$ cat config.mk
export PLATFORM = sky130hd
export DESIGN_NAME = alu_op_sequencer_flat
export DESIGN_NICKNAME = d
export VERILOG_FILES = /design/src/rtl/alu_op_sequencer_if.sv /design/src/rtl/alu_op_sequencer.sv /design/src/flat_wrapper.sv
export SDC_FILE = /design/constraint.sdc
export NUM_CORES = 1
export LEC_CHECK = 0
export CORE_ASPECT_RATIO = 1.25
export CORE_UTILIZATION = 35
export CTS_CLUSTER_SIZE = 12
export DETAILED_ROUTE_END_ITERATION = 7
export HOLD_SLACK_MARGIN = 0.03
export SLEW_MARGIN = 10
export SYNTH_ARGS = -nofsm -noshare
export SYNTH_HDL_FRONTEND = slang
export SYNTH_SLANG_ARGS = --single-unit
$ cat constraint.sdc
create_clock -name clock -period 3.9 [get_ports clock]
set_input_delay 0.975 -clock clock [delete_from_list [all_inputs] [get_ports clock]]
set_output_delay 0.975 -clock clock [all_outputs]
set_load 0.005 [all_outputs]
$ cat src/rtl/alu_op_sequencer_if.sv
// alu_op_sequencer_if: instruction request and datapath control bundle for
// alu_op_sequencer.
//   master (decoder side): drives start/abort/mode/opcode/addresses/immediate,
//                          observes strobes, bus_out, busy and done.
//   slave  (sequencer)   : the reverse direction.
interface alu_op_sequencer_if #(
  parameter int DATA_WIDTH = 16,
  parameter int ADDR_WIDTH = 6,
  parameter int OP_WIDTH   = 4
);
  logic                  start;
  logic                  abort;
  logic [1:0]            mode;
  logic [OP_WIDTH-1:0]   opcode;
  logic [ADDR_WIDTH-1:0] src1_addr;
  logic [ADDR_WIDTH-1:0] src2_addr;
  logic [ADDR_WIDTH-1:0] dest_addr;
  logic [DATA_WIDTH-1:0] immediate;

  logic [DATA_WIDTH-1:0] bus_out;
  logic                  imm_out_en;
  logic                  reg_read_en;
  logic                  reg_write_en;
  logic                  alu_out_en;
  logic                  latch_a_en;
  logic                  latch_b_en;
  logic [ADDR_WIDTH-1:0] register_addr;
  logic [OP_WIDTH-1:0]   alu_control;
  logic                  busy;
  logic                  done;

  modport master (
    output start, abort, mode, opcode, src1_addr, src2_addr, dest_addr, immediate,
    input  bus_out, imm_out_en, reg_read_en, reg_write_en, alu_out_en,
           latch_a_en, latch_b_en, register_addr, alu_control, busy, done
  );

  modport slave (
    input  start, abort, mode, opcode, src1_addr, src2_addr, dest_addr, immediate,
    output bus_out, imm_out_en, reg_read_en, reg_write_en, alu_out_en,
           latch_a_en, latch_b_en, register_addr, alu_control, busy, done
  );
endinterface

$ cat src/rtl/alu_op_sequencer.sv
// alu_op_sequencer: sequences one two-operand ALU instruction per accepted
// start: drive/latch operand A, drive/latch operand B (register or immediate),
// execute, optional write-back, done pulse.
//   clock : rising-edge clock
//   reset : asynchronous active-low reset
//   bus   : alu_op_sequencer_if.slave (request inputs, strobes, busy/done)
// Outputs decode only from state, settle counter and captured request fields.
module alu_op_sequencer #(
  parameter int DATA_WIDTH    = 16,
  parameter int ADDR_WIDTH    = 6,
  parameter int OP_WIDTH      = 4,
  parameter int SETTLE_CYCLES = 1
) (
  input logic               clock,
  input logic               reset,
  alu_op_sequencer_if.slave bus
);

  typedef enum logic [2:0] {
    IDLE, A_DRIVE, A_LATCH, B_DRIVE, B_LATCH, EXEC, WRITE, DONE
  } state_e;

  // Counter holds remaining extra cycles; zero means the timed state ends now.
  localparam logic [3:0] SETTLE_LOAD = 4'(SETTLE_CYCLES - 1);

  state_e                state_q, state_d;
  logic [3:0]            cnt_q, cnt_d;
  logic [1:0]            mode_q, mode_d;
  logic [OP_WIDTH-1:0]   op_q, op_d;
  logic [ADDR_WIDTH-1:0] src1_q, src1_d;
  logic [ADDR_WIDTH-1:0] src2_q, src2_d;
  logic [ADDR_WIDTH-1:0] dest_q, dest_d;
  logic [DATA_WIDTH-1:0] imm_q, imm_d;

  always_ff @(posedge clock or negedge reset) begin
    if (!reset) begin
      state_q <= IDLE;
      cnt_q   <= '0;
      mode_q  <= '0;
      op_q    <= '0;
      src1_q  <= '0;
      src2_q  <= '0;
      dest_q  <= '0;
      imm_q   <= '0;
    end else begin
      state_q <= state_d;
      cnt_q   <= cnt_d;
      mode_q  <= mode_d;
      op_q    <= op_d;
      src1_q  <= src1_d;
      src2_q  <= src2_d;
      dest_q  <= dest_d;
      imm_q   <= imm_d;
    end
  end

  always_comb begin
    state_d = state_q;
    cnt_d   = cnt_q;
    mode_d  = mode_q;
    op_d    = op_q;
    src1_d  = src1_q;
    src2_d  = src2_q;
    dest_d  = dest_q;
    imm_d   = imm_q;
    case (state_q)
      IDLE: begin
        if (bus.start) begin
          mode_d  = bus.mode;
          op_d    = bus.opcode;
          src1_d  = bus.src1_addr;
          src2_d  = bus.src2_addr;
          dest_d  = bus.dest_addr;
          imm_d   = bus.immediate;
          cnt_d   = SETTLE_LOAD;
          state_d = A_DRIVE;
        end
      end
      A_DRIVE: begin
        if (cnt_q == '0) state_d = A_LATCH;
        else             cnt_d   = cnt_q - 4'd1;
      end
      A_LATCH: begin
        cnt_d   = SETTLE_LOAD;
        state_d = B_DRIVE;
      end
      B_DRIVE: begin
        if (cnt_q == '0) state_d = B_LATCH;
        else             cnt_d   = cnt_q - 4'd1;
      end
      B_LATCH: begin
        cnt_d   = SETTLE_LOAD;
        state_d = EXEC;
      end
      EXEC: begin
        if (cnt_q == '0) state_d = mode_q[1] ? DONE : WRITE;
        else             cnt_d   = cnt_q - 4'd1;
      end
      WRITE:   state_d = DONE;
      DONE:    state_d = IDLE;
      default: state_d = IDLE;
    endcase
    // Abort overrides any in-flight step; IDLE (start wins) and DONE are immune.
    if (bus.abort && state_q != IDLE && state_q != DONE) begin
      state_d = IDLE;
      cnt_d   = '0;
    end
  end

  logic [DATA_WIDTH-1:0] bus_out;
  logic                  imm_out_en, reg_read_en, reg_write_en, alu_out_en;
  logic                  latch_a_en, latch_b_en;
  logic [ADDR_WIDTH-1:0] register_addr;
  logic [OP_WIDTH-1:0]   alu_control;

  always_comb begin
    bus_out       = '0;
    imm_out_en    = 1'b0;
    reg_read_en   = 1'b0;
    reg_write_en  = 1'b0;
    alu_out_en    = 1'b0;
    latch_a_en    = 1'b0;
    latch_b_en    = 1'b0;
    register_addr = '0;
    alu_control   = '0;
    case (state_q)
      A_DRIVE, A_LATCH: begin
        register_addr = src1_q;
        reg_read_en   = 1'b1;
        latch_a_en    = (state_q == A_LATCH);
        alu_control   = op_q;
      end
      B_DRIVE, B_LATCH: begin
        if (mode_q[0]) begin
          register_addr = src2_q;
          reg_read_en   = 1'b1;
        end else begin
          bus_out    = imm_q;
          imm_out_en = 1'b1;
        end
        latch_b_en  = (state_q == B_LATCH);
        alu_control = op_q;
      end
      EXEC: begin
        alu_out_en  = 1'b1;
        alu_control = op_q;
      end
      WRITE: begin
        alu_out_en    = 1'b1;
        register_addr = dest_q;
        reg_write_en  = 1'b1;
        alu_control   = op_q;
      end
      default: ;
    endcase
  end

  assign bus.bus_out       = bus_out;
  assign bus.imm_out_en    = imm_out_en;
  assign bus.reg_read_en   = reg_read_en;
  assign bus.reg_write_en  = reg_write_en;
  assign bus.alu_out_en    = alu_out_en;
  assign bus.latch_a_en    = latch_a_en;
  assign bus.latch_b_en    = latch_b_en;
  assign bus.register_addr = register_addr;
  assign bus.alu_control   = alu_control;
  assign bus.busy          = (state_q != IDLE);
  assign bus.done          = (state_q == DONE);

endmodule

$ cat src/flat_wrapper.sv
// flat-port wrapper written by rule: the top's interface ports become plain ports
module alu_op_sequencer_flat 
#(
  parameter int DATA_WIDTH    = 16,
  parameter int ADDR_WIDTH    = 6,
  parameter int OP_WIDTH      = 4,
  parameter int SETTLE_CYCLES = 1
)
  (clock, reset, bus_start, bus_abort, bus_mode, bus_opcode, bus_src1_addr, bus_src2_addr, bus_dest_addr, bus_immediate, bus_bus_out, bus_imm_out_en, bus_reg_read_en, bus_reg_write_en, bus_alu_out_en, bus_latch_a_en, bus_latch_b_en, bus_register_addr, bus_alu_control, bus_busy, bus_done);
  alu_op_sequencer_if #(.DATA_WIDTH(DATA_WIDTH), .ADDR_WIDTH(ADDR_WIDTH), .OP_WIDTH(OP_WIDTH)) bus_i ();
  input logic clock;
  input logic reset;
  input wire logic [$bits(bus_i.start)-1:0] bus_start;
  input wire logic [$bits(bus_i.abort)-1:0] bus_abort;
  input wire logic [$bits(bus_i.mode)-1:0] bus_mode;
  input wire logic [$bits(bus_i.opcode)-1:0] bus_opcode;
  input wire logic [$bits(bus_i.src1_addr)-1:0] bus_src1_addr;
  input wire logic [$bits(bus_i.src2_addr)-1:0] bus_src2_addr;
  input wire logic [$bits(bus_i.dest_addr)-1:0] bus_dest_addr;
  input wire logic [$bits(bus_i.immediate)-1:0] bus_immediate;
  output wire logic [$bits(bus_i.bus_out)-1:0] bus_bus_out;
  output wire logic [$bits(bus_i.imm_out_en)-1:0] bus_imm_out_en;
  output wire logic [$bits(bus_i.reg_read_en)-1:0] bus_reg_read_en;
  output wire logic [$bits(bus_i.reg_write_en)-1:0] bus_reg_write_en;
  output wire logic [$bits(bus_i.alu_out_en)-1:0] bus_alu_out_en;
  output wire logic [$bits(bus_i.latch_a_en)-1:0] bus_latch_a_en;
  output wire logic [$bits(bus_i.latch_b_en)-1:0] bus_latch_b_en;
  output wire logic [$bits(bus_i.register_addr)-1:0] bus_register_addr;
  output wire logic [$bits(bus_i.alu_control)-1:0] bus_alu_control;
  output wire logic [$bits(bus_i.busy)-1:0] bus_busy;
  output wire logic [$bits(bus_i.done)-1:0] bus_done;
  assign bus_i.start = bus_start;
  assign bus_i.abort = bus_abort;
  assign bus_i.mode = bus_mode;
  assign bus_i.opcode = bus_opcode;
  assign bus_i.src1_addr = bus_src1_addr;
  assign bus_i.src2_addr = bus_src2_addr;
  assign bus_i.dest_addr = bus_dest_addr;
  assign bus_i.immediate = bus_immediate;
  assign bus_bus_out = bus_i.bus_out;
  assign bus_imm_out_en = bus_i.imm_out_en;
  assign bus_reg_read_en = bus_i.reg_read_en;
  assign bus_reg_write_en = bus_i.reg_write_en;
  assign bus_alu_out_en = bus_i.alu_out_en;
  assign bus_latch_a_en = bus_i.latch_a_en;
  assign bus_latch_b_en = bus_i.latch_b_en;
  assign bus_register_addr = bus_i.register_addr;
  assign bus_alu_control = bus_i.alu_control;
  assign bus_busy = bus_i.busy;
  assign bus_done = bus_i.done;
  alu_op_sequencer #(.DATA_WIDTH(DATA_WIDTH), .ADDR_WIDTH(ADDR_WIDTH), .OP_WIDTH(OP_WIDTH), .SETTLE_CYCLES(SETTLE_CYCLES)) u_core (.clock(clock), .reset(reset), .bus(bus_i));
endmodule
==> key figures <==
Power
  • Power Total: about 2.2 mW
  • PwrDens: 673 mW/mm^2
  • VDD IR max: 292 uV
  • Leakage: about 1.4 nW

Finish
  • Diode count: 0
  • # nets final: roughly 320
  • Synth-to-layout area growth: 40.3%
  • Most frequent cells in the layout: clkdlybuf4s50_1 (76), dfrtp_1 (47), mux2_2 (37), and2_1 (27)
  • Commonest non-fill, non-tap cell in the layout: clkdlybuf4s50_1
  • Share of layout cells above drive strength 1: 0.240

Clock tree
  • CTS tree: built
  • Post CTS Setup Buffer Count: 0
  • Clk pin slew, worst setup/hold paths: about 0.07 ns
  • CTS root buf: clkbuf_8
  • Hold buffers post-CTS: 0
  • Post-CTS sizing: 0
  • CTS Sinks: 47
  • H-tree levels: 2
  • Max clock buf depth: 2
  • Clk_lat worst skew: about 0.29 ns
  • CTS buffer count: 5

Timing
  • Slew margin rel.: 0.320
  • Fmax: 284 MHz
  • Setup violators final: 0
  • Max Slew Vio Count: 0
  • Crit path time final: between 3 and 4 ns
  • Clock skew: ~0.0085 ns
  • Fin. Hold Viols: 0
  • Worst-Margin Slew: 1.02 ns
  • Sum of negative setup slack: 0 ns
  • Unrepaired setup endpoints after global routing: false
  • Period utilisation layout: 0.903

Global route
  • First-pass GRT wire length: slightly above 8 mm
  • Gr ovfl total: 0
  • Vias in the first global route: roughly 1,800
  • Antenna violations before repair: 0
  • Largest net degree at the start of global routing: 48
  • All-Layer GR Usage: 0.155

Critical path
  • Crit path required time: ~2.9 ns
  • CP Max Fanout: 17
  • Slowest-stage cell, CP: clkdlybuf4s50_1
  • CP Cell Sequence: inv_1 > ha_1 > and2_1 > nor2_1 > nor2_2 > and2_1 > clkdlybuf4s50_1
  • Largest stage delay, worst path: ~0.50 ns
  • Reg2Reg Launch Point: u_core.state_q[0]$_DFFE_PN0P_
  • CP endpoint kind: primary output
  • Setup CP Type: reg -> out
  • Worst Path Arrival: about 2.6 ns
  • Critical path startpoint: u_core.state_q[0]$_DFFE_PN0P_
  • Startpoint Class: flip-flop
  • Crit-path most repeated cell: and2_1

Synthesis
  • Post-synth cell types: between 40 and 50
  • Synth Net Count: between 200 and 250
  • Syn avg cell area: around 13 sq um
  • Flops & latches, synth: 47
  • Synth Cell Area: 0.00234 sq mm
  • Fraction of registers with async set/reset: 1.00
  • Post-synth EDFFs: 0
  • Ys flop type: dfrtp_1
  • Cell count after synthesis: 187
  • Synth Warn #: 0
  • Sequential area share after synthesis: 0.502

Die
  • Core box area: between 0.006 and 0.007 sq mm
  • DIE HEIGHT: ~93 um
  • Io pins: 78
  • Die X: around 75 um
  • Rows: 32
  • Die area: approximately 0.0070 sq mm
  • Initial core utilization: 0.370

Placed design
  • Placer Congestion: about 0.8
  • Post-DP HPWL: between 3 and 4 mm
  • Port-buffer cells: 77

Flow run
  • Max_cap viols: 0

Route
  • Max Used Layer: met4
  • Antenna Nets Post-Route: 0
  • First-pass DRT Iterations: 4
  • Starting DRC count in detailed routing: 68
  • Wire per inst: approximately 14 um
  • Detailed-route vias per instance: slightly below 5
  • WL met3: 410 um
  • Routed WL: just under 5 mm
  • Via count: 1,711
  • WL met2: between 2 and 2.5 mm
  • M1 WL: approximately 2.1 mm
  • Drt drc: 0

Hold path
  • Hold Path Class: reg -> reg
  • Hold path start: u_core.op_q[2]$_DFFE_PN0P_

Status
  • Status: complete, no violations
==> Yosys cell counts (all sizes together), types with 2 or more instances <==
cell / n / area, sq um
nor2b: 3 / 28.8
inv: 9 / 33.8
nand2: 2 / 7.51
o21ai: 3 / 22.5
a32o: 3 / 32.5
a31oi: 2 / 27.5
ha: 5 / 62.6
a21oi: 3 / 15.0
nor2: 9 / 36.3
or3b: 2 / 20.0
a22o: 3 / 26.3
nand2b: 3 / 18.8
mux2: 40 / 450
a221o: 6 / 60.1
dfrtp: 47 / 1180
buf: 6 / 36.3
and2: 28 / 178
==> power breakdown <==
| part | switching [mW] | internal [mW] | leakage (nW) |
|---|---|---|---|
| Clock | 0.150 | 0.139 | 0.0470 |
| Combinational | 0.427 | 0.671 | 0.764 |
| Sequential | 0.109 | 0.714 | 0.564 |
==> critical path: cells and delay by family, from the launching register on <==
family	cells	cell delay [ns]
buffers and inverters	2	0.60
DFF	1	0.42
adders and majority gates	1	0.31
and+or+nand+nor	4	0.94
==> cells by family (layout without fill, tap and decap cells) <==
| group | count (synthesis) | in the layout | synth area share |
|---|---|---|---|
| compound gates | 26 | 26 | 0.105 |
| fa+ha+maj | 5 | 5 | 0.0267 |
| buf+inv | 15 | 95 | 0.0299 |
| flops | 47 | 47 | 0.502 |
| mux | 40 | 40 | 0.192 |
| simple gates | 54 | 54 | 0.144 |
==> through the flow <==
| stage | util | instances | hold slack [ns] | worst slack [ns] | cell area [sq um] |
|---|---|---|---|---|---|
| global route | 0.519 | 352 | 0.519 | 0.125 | 3290 |
| finish | 0.519 | 352 | 0.495 | 0.379 | 3290 |
| floorplan | - | 187 | 0.456 | 1.44 | 2340 |
| CTS | 0.519 | 352 | 0.500 | 0.339 | 3290 |
| detailed placement | 0.506 | 345 | 0.479 | 0.678 | 3200 |
| global placement | 0.506 | 345 | 0.473 | 0.732 | 3200 |
==> layer usage <==
metal / vias to the layer above / GRT usage
li1: 815 / -
met1: 836 / 0.190
met2: 55 / 0.245
met3: 5 / 0.0647
met4: 0 / 0.0494
met5: - / 0
==> cell type report <==
class / instances / area [sq um]
clock inverter: 1 / 5.00
tap: 85 / 106
sequential: 47 / 1180
inverter: 9 / 33.8
fill: 602 / 3040
timing repair buffer: 79 / 781
clock buffer: 6 / 82.6
multi-input combinational: 125 / 1100
==> state kept, by name, indices dropped and copies added, names as in the netlist <==
signal          cells
u_core.mode_q       2
u_core.dest_q       6
u_core.imm_q       16
u_core.src1_q       6
u_core.op_q         4
u_core.cnt_q        4
u_core.state_q      3
u_core.src2_q       6
==> worst paths after layout <==
| path | to | cells after the start | slack [ns] |
|---|---|---|---|
| max in group asynchronous | u_core.state_q[1]$_DFFE_PN0P_ | 1 | 2.41 |
| worst max register to register | u_core.dest_q[4]$_DFFE_PN0P_ | 5 | 1.85 |
| worst min register to register | u_core.op_q[2]$_DFFE_PN0P_ | 1 | 0.49 |
| min in group asynchronous | u_core.imm_q[3]$_DFFE_PN0P_ | 1 | 0.85 |
| worst max-delay path | bus_bus_out[7] | 7 | 0.38 |
| worst min-delay path | u_core.op_q[2]$_DFFE_PN0P_ | 1 | 0.49 |
Power figures use the tool's default switching activity.
